[src/rtl/ru_pkg.sv]
// Shared constants and entry layout for the update write-back path.
package ru_pkg;

  localparam int ADDRW_DEF = 16;
  localparam int WL_DEF    = 32;

  typedef struct packed {
    logic [ADDRW_DEF-1:0] dst;
    logic [WL_DEF-1:0]    value;
  } wb_entry_t;

endpackage

[src/rtl/wb_fifo.sv]
// In-order write buffer: storage, wrapping pointers, occupancy count, full/empty.
// Exposes per-slot contents and occupancy so the owner can search pending entries.
module wb_fifo #(
  parameter int W     = 48,
  parameter int DEPTH = 4
) (
  input  logic             clk,
  input  logic             rst,
  input  logic             push,
  input  logic             pop,
  input  logic [W-1:0]     din,
  output logic [W-1:0]     head,
  output logic             full,
  output logic             empty,
  output logic [W-1:0]     mem [DEPTH],
  output logic [DEPTH-1:0] occupied
);

  localparam int PW = $clog2(DEPTH);

  logic [PW-1:0] wr_ptr;
  logic [PW-1:0] rd_ptr;
  logic [PW:0]   count;
  logic          do_push;
  logic          do_pop;

  assign full    = (count == (PW+1)'(DEPTH));
  assign empty   = (count == '0);
  assign do_push = push && !full;
  assign do_pop  = pop && !empty;
  assign head    = mem[rd_ptr];

  always_ff @(posedge clk or posedge rst) begin
    if (rst) begin
      wr_ptr <= '0;
      rd_ptr <= '0;
      count  <= '0;
    end else begin
      if (do_push) wr_ptr <= wr_ptr + 1'b1;
      if (do_pop)  rd_ptr <= rd_ptr + 1'b1;
      case ({do_push, do_pop})
        2'b10:   count <= count + 1'b1;
        2'b01:   count <= count - 1'b1;
        default: count <= count;
      endcase
    end
  end

  // Storage is data only; stale slots are masked by the occupancy count.
  always_ff @(posedge clk) begin
    if (do_push) mem[wr_ptr] <= din;
  end

  // A slot is live when its distance from the read pointer is below the count.
  always_comb begin
    logic [PW-1:0] off;
    occupied = '0;
    for (int i = 0; i < DEPTH; i++) begin
      off = PW'(i) - rd_ptr;
      occupied[i] = ({1'b0, off} < count);
    end
  end

endmodule

[src/rtl/update_writeback.sv]
// Buffers update-pipeline results and writes them to feature memory in order.
// Optional macro HAZARD_CHECK_EN stalls source reads that hit a pending write.
module update_writeback
  import ru_pkg::*;
#(
  parameter int ADDRW     = ADDRW_DEF,
  parameter int WL        = WL_DEF,
  parameter int FIFODEPTH = 4
) (
  input  logic             clk,
  input  logic             rst,
  input  logic             ena,
  input  logic             stall,
  input  logic             invalid,
  input  logic [ADDRW-1:0] indst,
  input  logic [WL-1:0]    invalue,
  input  logic             chkvalid,
  input  logic [ADDRW-1:0] chksrc,
  output logic             stallwrite,
  output logic             wrreq,
  output logic [ADDRW-1:0] wraddr,
  output logic [WL-1:0]    wrdata,
  input  logic             wrgrant,
  output logic [31:0]      wrcount
);

  localparam int EW = ADDRW + WL;

  typedef struct packed {
    logic [ADDRW-1:0] dst;
    logic [WL-1:0]    value;
  } entry_t;

  entry_t               push_entry;
  entry_t               head_entry;
  logic [EW-1:0]        head_bits;
  logic [EW-1:0]        entry_mem [FIFODEPTH];
  logic [FIFODEPTH-1:0] occupied;
  logic                 full;
  logic                 empty;
  logic                 push;
  logic                 pop;
  logic                 hazard;

  assign push_entry = '{dst: indst, value: invalue};
  assign push       = invalid && ena && !stall && !stallwrite;
  assign pop        = wrreq && wrgrant;
  assign stallwrite = full || hazard;
  assign wrreq      = !empty;
  assign head_entry = entry_t'(head_bits);
  // Outputs read zero whenever nothing is pending, including throughout reset.
  assign wraddr     = wrreq ? head_entry.dst   : '0;
  assign wrdata     = wrreq ? head_entry.value : '0;

  wb_fifo #(
    .W     (EW),
    .DEPTH (FIFODEPTH)
  ) u_fifo (
    .clk      (clk),
    .rst      (rst),
    .push     (push),
    .pop      (pop),
    .din      (push_entry),
    .head     (head_bits),
    .full     (full),
    .empty    (empty),
    .mem      (entry_mem),
    .occupied (occupied)
  );

`ifdef HAZARD_CHECK_EN
  always_comb begin
    entry_t e;
    logic   hit;
    hit = invalid && (chksrc == indst);
    for (int i = 0; i < FIFODEPTH; i++) begin
      e = entry_t'(entry_mem[i]);
      if (occupied[i] && (e.dst == chksrc)) hit = 1'b1;
    end
    hazard = chkvalid && hit;
  end
`else
  logic unused_fold;

  assign hazard = 1'b0;

  always_comb begin
    unused_fold = chkvalid ^ (^chksrc) ^ (^occupied);
    for (int i = 0; i < FIFODEPTH; i++) unused_fold = unused_fold ^ (^entry_mem[i]);
  end
`endif

  always_ff @(posedge clk or posedge rst) begin
    if (rst) wrcount <= '0;
    else if (pop) wrcount <= wrcount + 32'd1;
  end

endmodule

[config.mk]
export PLATFORM = sky130hd
export DESIGN_NAME = update_writeback
export DESIGN_NICKNAME = d
export VERILOG_FILES = /design/src/rtl/ru_pkg.sv /design/src/rtl/wb_fifo.sv /design/src/rtl/update_writeback.sv
export SDC_FILE = /design/constraint.sdc
export NUM_CORES = 1
export LEC_CHECK = 0
export CAP_MARGIN = 20
export CORE_MARGIN = 3
export CORE_UTILIZATION = 57
export CTS_CLUSTER_DIAMETER = 200
export CTS_CLUSTER_SIZE = 16
export DETAILED_ROUTE_END_ITERATION = 10
export GPL_ROUTABILITY_DRIVEN = 0
export HOLD_SLACK_MARGIN = 0.12
export PLACE_DENSITY = 0.85
export SETUP_SLACK_MARGIN = 0.1
export SYNTH_ARGS = -nofsm -noshare
export SYNTH_HDL_FRONTEND = slang
export SYNTH_SLANG_ARGS = --single-unit
[constraint.sdc]
create_clock -name clk -period 6.7 [get_ports clk]
set_input_delay 1.34 -clock clk [delete_from_list [all_inputs] [get_ports clk]]
set_output_delay 1.34 -clock clk [all_outputs]
set_load 0.01 [all_outputs]
==> out/metrics.yaml, run 1 <==
route:
  routed-via-count: 4746
  wl_per_cell_um: 20.4
  drcViolationCount: 0
  drtIter0Drc: 312
  dr.pass1.iters: 5
  avgViaCountPerCell: 5.61
  antenna_left: 0
  wl_mm: 17.2
critical_path:
  required_ns: 5.36
  setup.worst_path.end_class: "output port"
  start_kind: "flip-flop"
  path_max_fanout: 31
  critPathArrivalTime_ns: 2.71
  crit_type: "reg2out"
timing:
  tightest_slew_ns: 0.775
  skew_ns: 0.0122
  final_hold_viol_count: 0
  tns_ns: 0
  slew_viol_final: 0
  slew_headroom_pct: 48.0
  final.min_clock_period_ns: 4.05
  fin_crit_sh_pct: 60.5
  clock.fmax_mhz: 247
  rsz0062_at_grt: "false"
  setup_viol: 0
final_layout:
  antenna_cells: 0
  syn_to_final_growth_pct: 23.5
  nNetsFinal: 701
  fillers: 947
  design_area_um2: 11300
  drive_above_1_share_pct: 14.2
  final_common_cell: "edfxtp_1"
  layout_common_cells: "edfxtp_1 (192), clkdlybuf4s50_1 (135), and2_1 (49)"
  final_cells: 846
placement:
  dp.cells: 813
  port_buffers: 135
  place_hpwl_mm: 10.8
  place_area_um2: 10700
global_routing:
  grt-ovfl-total: 0
  antenna_found_initial: 0
  grt_pass1_wl_mm: 27.9
  grt_max_degree: 51
  grt_pass1_vias: 5038
  grt_usage_pct: 20.0
clock_tree:
  numCtsBuffers: 18
  cts_setup_buffers: 0
  cts_hold_buf: 0
  clock-sinks: 231
  cts-htree-levels: 1
  clk_pin_slew_ns: 0.07
  tritoncts: "yes"
  clk_latency_ns: 0.48
  clock_path_buffers: 3
  cts_resized: 0
  clock-root-buffer: "clkbuf_16"
synth:
  ys.warnings.count: 0
  yosysUniqueCellTypes: 30
  synth_area_um2: 9150
  syn_nets: 557
  synth-edff-count: 192
  netlist_top_cells_area: "edfxtp_1 (63%), mux4_2 (12%), dfrtp_1 (11%)"
  async_flop_share_pct: 16.9
  ys_seq_area_share_pct: 73.7
  yosysTopAreaCell: "edfxtp_1"
  avgSynthCellArea_um2: 19.1
  synth_seq_cells: 231
  synth_top_area_share_pct: 63.0
  syn-instance-count: 479
  ys.flop_type: "edfxtp_1"
floorplan:
  die-area_um2: 17600
  die_w_um: 133
  die-height_um: 133
  rows: 45
  core-area_um2: 15400
  io_pins: 153
  floorplan.initialDensity_pct: 59.3
power_and_ir_drop:
  sequentialPowerShare_pct: 42.7
  combPwrFrac_pct: 33.5
  ir_worst_vdd_uv: 258
  p_clk_share_pct: 23.8
  leakage_nw: 3.82
  p_sw_mw: 1.13
  p_per_area_nw_per_um2: 368
  switching_share_pct: 27.3
  p_int_mw: 3.02
min_path:
  hp-class: "reg2reg"
status:
  status: "finished, final reports clean"
job:
  drv_cap: 0
==> per-layer routing <==
layer  up-vias  global-route usage, %  wire length [µm]
met5         -                      0                 0
met1      2395                   27.1              6930
met2       188                   33.9              8730
li1       2135                      -                 -
met3        28                   4.30              1280
met4         0                   4.45               290
==> sequential cells by signal, indices dropped and copies added, names as in the netlist <==
register,flops
u_fifo.count,3
u_fifo.mem,192
u_fifo.wr_ptr,2
u_fifo.rd_ptr,2
wrcount,32
==> cells by family after synthesis <==
logic type	share of synthesized area [%]
DFF	73.7
AOI/OAI and AO/OA	0.246
adders and majority gates	1.04
buffers and inverters	1.53
xor gates and xnor gates	3.54
and+or+nand+nor	7.74
muxes	12.2
==> synth_stat cells (2+ instances only) <==
library cell / number
nand2_1: 12
or3_1: 2
and2_1: 53
clkbuf_1: 7
mux2_2: 2
nor2_1: 7
nand4_2: 2
inv_1: 13
dfrtp_1: 39
nor3_1: 4
nand3_1: 14
buf_2: 7
edfxtp_1: 192
and3_1: 4
xnor2_1: 32
ha_1: 6
buf_1: 3
nand4_1: 15
mux4_2: 48
nor4_1: 3
xor2_1: 5
==> final cells by class <==
cell class,instances,area (µm²),area share (%)
flip-flops and latches,231,6750,59.8
repair buffers,143,1430,12.7
well taps,211,264,2.34
multi-input cells,216,2270,20.1
inverters,13,48.8,0.432
clock buffers,31,520,4.61
clock inverters,1,11.3,0.0997
==> stage by stage <==
stage	setup slack, ns	hold slack, ns	util, %	power [mW]
final	2.65	0.471	73.2	4.15
after global routing	2.49	0.494	73.2	4.35
after CTS	2.39	0.485	73.0	4.19
after detailed placement	2.91	0.475	69.6	3.20
after global placement	2.92	0.468	69.6	3.16
after floorplan	3.42	0.506	-	2.56
==> worst paths after layout <==
path | start | slack (ns) | cells after the start | end
max reg2reg | u_fifo.count[1]$_DFFE_PP0P_ | 4.18 | 5 | u_fifo.mem[24]$_DFFE_PP_
min in group asynchronous | rst | 1.28 | 3 | wrcount[25]$_DFFE_PP0P_
max | u_fifo.rd_ptr[0]$_DFFE_PP0P_ | 2.65 | 4 | wraddr[9]
min reg2reg | wrcount[31]$_DFFE_PP0P_ | 0.47 | 1 | wrcount[31]$_DFFE_PP0P_
min | wrcount[31]$_DFFE_PP0P_ | 0.47 | 1 | wrcount[31]$_DFFE_PP0P_
max in group asynchronous | rst | 5.03 | 3 | u_fifo.rd_ptr[0]$_DFFE_PP0P_
==> worst max-delay path: stages (launching register included) <==
cell	delay [ns]
dfrtp_4	0.71
buf_16	0.31
mux4_2	0.54
and2_1	0.19
clkdlybuf4s50_1	0.48
==> power groups by stage <==
stage | Sequential [mW] | Clock (mW) | Combinational (mW)
after floorplan | 1.76 | 0 | 0.805
after global placement | 1.86 | 0 | 1.31
after detailed placement | 1.86 | 0 | 1.34
after CTS | 1.83 | 1.02 | 1.34
after global routing | 1.79 | 1.07 | 1.49
final | 1.77 | 0.987 | 1.39
Power figures use the tool's default switching activity.
==> run 2, diff against run 1 <==
--- a/config.mk
+++ b/config.mk
@@ -7,13 +7,13 @@
 export LEC_CHECK = 0
 export CAP_MARGIN = 20
 export CORE_MARGIN = 3
-export CORE_UTILIZATION = 57
+export CORE_UTILIZATION = 53
 export CTS_CLUSTER_DIAMETER = 200
 export CTS_CLUSTER_SIZE = 16
 export DETAILED_ROUTE_END_ITERATION = 10
 export GPL_ROUTABILITY_DRIVEN = 0
 export HOLD_SLACK_MARGIN = 0.12
-export PLACE_DENSITY = 0.85
+export PLACE_DENSITY = 0.8
 export SETUP_SLACK_MARGIN = 0.1
 export SYNTH_ARGS = -nofsm -noshare
 export SYNTH_HDL_FRONTEND = slang
==> constraint.sdc (replaced) <==
create_clock -name clk -period 3.9 [get_ports clk]
set_input_delay 0.78 -clock clk [delete_from_list [all_inputs] [get_ports clk]]
set_output_delay 0.78 -clock clk [all_outputs]
set_load 0.01 [all_outputs]
==> run 2 against run 1 <==
Net effect: clock power rose by 71%; first-iteration DRC count increased by 6.1%; sequential power up 73%; critical path type unchanged; critical endpoint is now wrdata[30].
==> out/metrics.yaml, run 2 (same netlist as run 1, synthesis figures left out) <==
critical_path:
  required_ns: 3.12
  startpoint: "u_fifo.rd_ptr[0]$_DFFE_PP0P_"
  cp_slowest_cell: "dfrtp_4"
  worst-path-buf-inv: 2
  setup.worst_path.end_class: "output port"
  crit_type: "reg2out"
  r2r_setup_slack_ns: 1.59
  critPathCapture: "wrdata[30]"
  rr_startpoint: "u_fifo.count[0]$_DFFE_PP0P_"
  r2r_cells: 5
  worst_path_largest_cell_delay_ns: 0.66
  r2r-end: "u_fifo.mem[159]$_DFFE_PP_"
  cp.depth: 4
  start_kind: "flip-flop"
  path_delay_family: "buffers and inverters"
  crit_chain: "buf_4 > mux4_2 > and2_1 > clkdlybuf4s50_1"
  critPathArrivalTime_ns: 2.67
  path_max_fanout: 18
clock_tree:
  cts_setup_buffers: 0
  cts_resized: 0
  clk_pin_slew_ns: 0.07
  clk_latency_ns: 0.47
  numCtsBuffers: 18
  clock_path_buffers: 3
  cts-htree-levels: 1
  clock-sinks: 231
  clock-root-buffer: "clkbuf_16"
  cts_hold_buf: 0
  tritoncts: "yes"
route:
  antenna_left: 0
  routed-via-count: 4792
  drtIter0Drc: 331
  avgViaCountPerCell: 5.59
  drcViolationCount: 0
  route.met2.wl_mm: 8.92
  wl_met1_mm: 6.85
  top_layer: "met4"
  dr.pass1.iters: 5
  wl_met3_mm: 1.33
  wl_per_cell_um: 20.2
  wl_mm: 17.3
power_and_ir_drop:
  p_per_area_nw_per_um2: 628
  leakage_nw: 3.84
  ir_worst_vdd_uv: 302
  power.total_mw: 7.14
min_path:
  hp-class: "reg2reg"
final_layout:
  drive_above_1_share_pct: 14.4
  largestRegisters: "u_fifo.mem: 192 flops, wrcount: 32 flops, u_fifo.count: 3 flops"
  post-route-util_pct: 67.9
  layout_common_cells: "edfxtp_1 (192), clkdlybuf4s50_1 (135), and2_1 (49)"
  final_common_cell: "edfxtp_1"
  fillers: 1099
  nNetsFinal: 703
  top_register: "u_fifo.mem"
  largest_reg_flops: 192
  syn_to_final_growth_pct: 24.4
  antenna_cells: 0
timing:
  clock.fmax_mhz: 289
  final_hold_viol_count: 0
  final.min_clock_period_ns: 3.45
  slew_headroom_pct: 47.4
  slew_viol_final: 0
  skew_ns: 0.00857
  rsz0062_at_grt: "false"
  fin_crit_sh_pct: 88.6
  tns_ns: 0
  tightest_slew_ns: 0.783
  hold-worst-slack_ns: 0.479
  setup_viol: 0
floorplan:
  core-area_um2: 16800
  floorplan.initialDensity_pct: 54.6
  die-height_um: 137
  die_w_um: 137
  die-area_um2: 18900
  rows: 47
  io_pins: 153
placement:
  port_buffers: 135
  place_hpwl_mm: 10.8
global_routing:
  grt_pass1_vias: 5095
  grt_pass1_wl_mm: 27.9
  grt_max_degree: 50
  grt_usage_pct: 19.1
  antenna_found_initial: 0
  grt-ovfl-total: 0
job:
  drv_cap: 0
status:
  status: "finished, final reports clean"
==> run 2: changes by cell type in the layout (fill, tap and decap cells not counted), sizes merged <==
| cell | delta |
|---|---|
| buf | +2 |
==> run 2: how the worst min path moves through the flow <==
| stage | start | to | slack, ns | cells after the start |
|---|---|---|---|---|
| after global placement | wrcount[31]$_DFFE_PP0P_ | wrcount[31]$_DFFE_PP0P_ | 0.47 | 1 |
| after detailed placement | wrcount[31]$_DFFE_PP0P_ | wrcount[31]$_DFFE_PP0P_ | 0.47 | 1 |
| after global routing | wrcount[30]$_DFFE_PP0P_ | wrcount[30]$_DFFE_PP0P_ | 0.53 | 1 |
| final | wrcount[31]$_DFFE_PP0P_ | wrcount[31]$_DFFE_PP0P_ | 0.48 | 1 |
| after CTS | wrcount[31]$_DFFE_PP0P_ | wrcount[31]$_DFFE_PP0P_ | 0.49 | 1 |
| after floorplan | u_fifo.count[2]$_DFFE_PP0P_ | u_fifo.count[2]$_DFFE_PP0P_ | 0.51 | 1 |
==> run 2: through the flow <==
step                      instances  setup WS (ns)  area, µm²
after floorplan                 479           1.18       9150
after global placement          825          0.898      10800
after detailed placement        825          0.883      10800
after CTS                       857          0.362      11400
after global routing            857          0.281      11400
final                           857          0.445      11400
==> run 2: power by group <==
group          total (mW)  internal (mW)  switching (mW)  leakage, nW
logic                2.38           1.42           0.965         1.34
clock network        1.69          0.914           0.774        0.254
registers            3.07           2.87           0.199         2.25
total                7.14           5.20            1.94         3.84
==> run 2: cell type report <==
class	count	area, µm²	share of cell area (%)
clock buffers	31	520	4.58
repair buffers	145	1500	13.2
clock inverters	1	11.3	0.0990
multi-input cells	216	2270	19.9
flip-flops and latches	231	6750	59.3
inverters	13	48.8	0.429
well taps	220	275	2.42
==> run 2: routing by layer <==
metal  vias up  GRT usage (%)
met3        16           4.27
met4         0           3.88
met2       174           32.4
met5         -              0
li1       2137              -
met1      2465           26.0
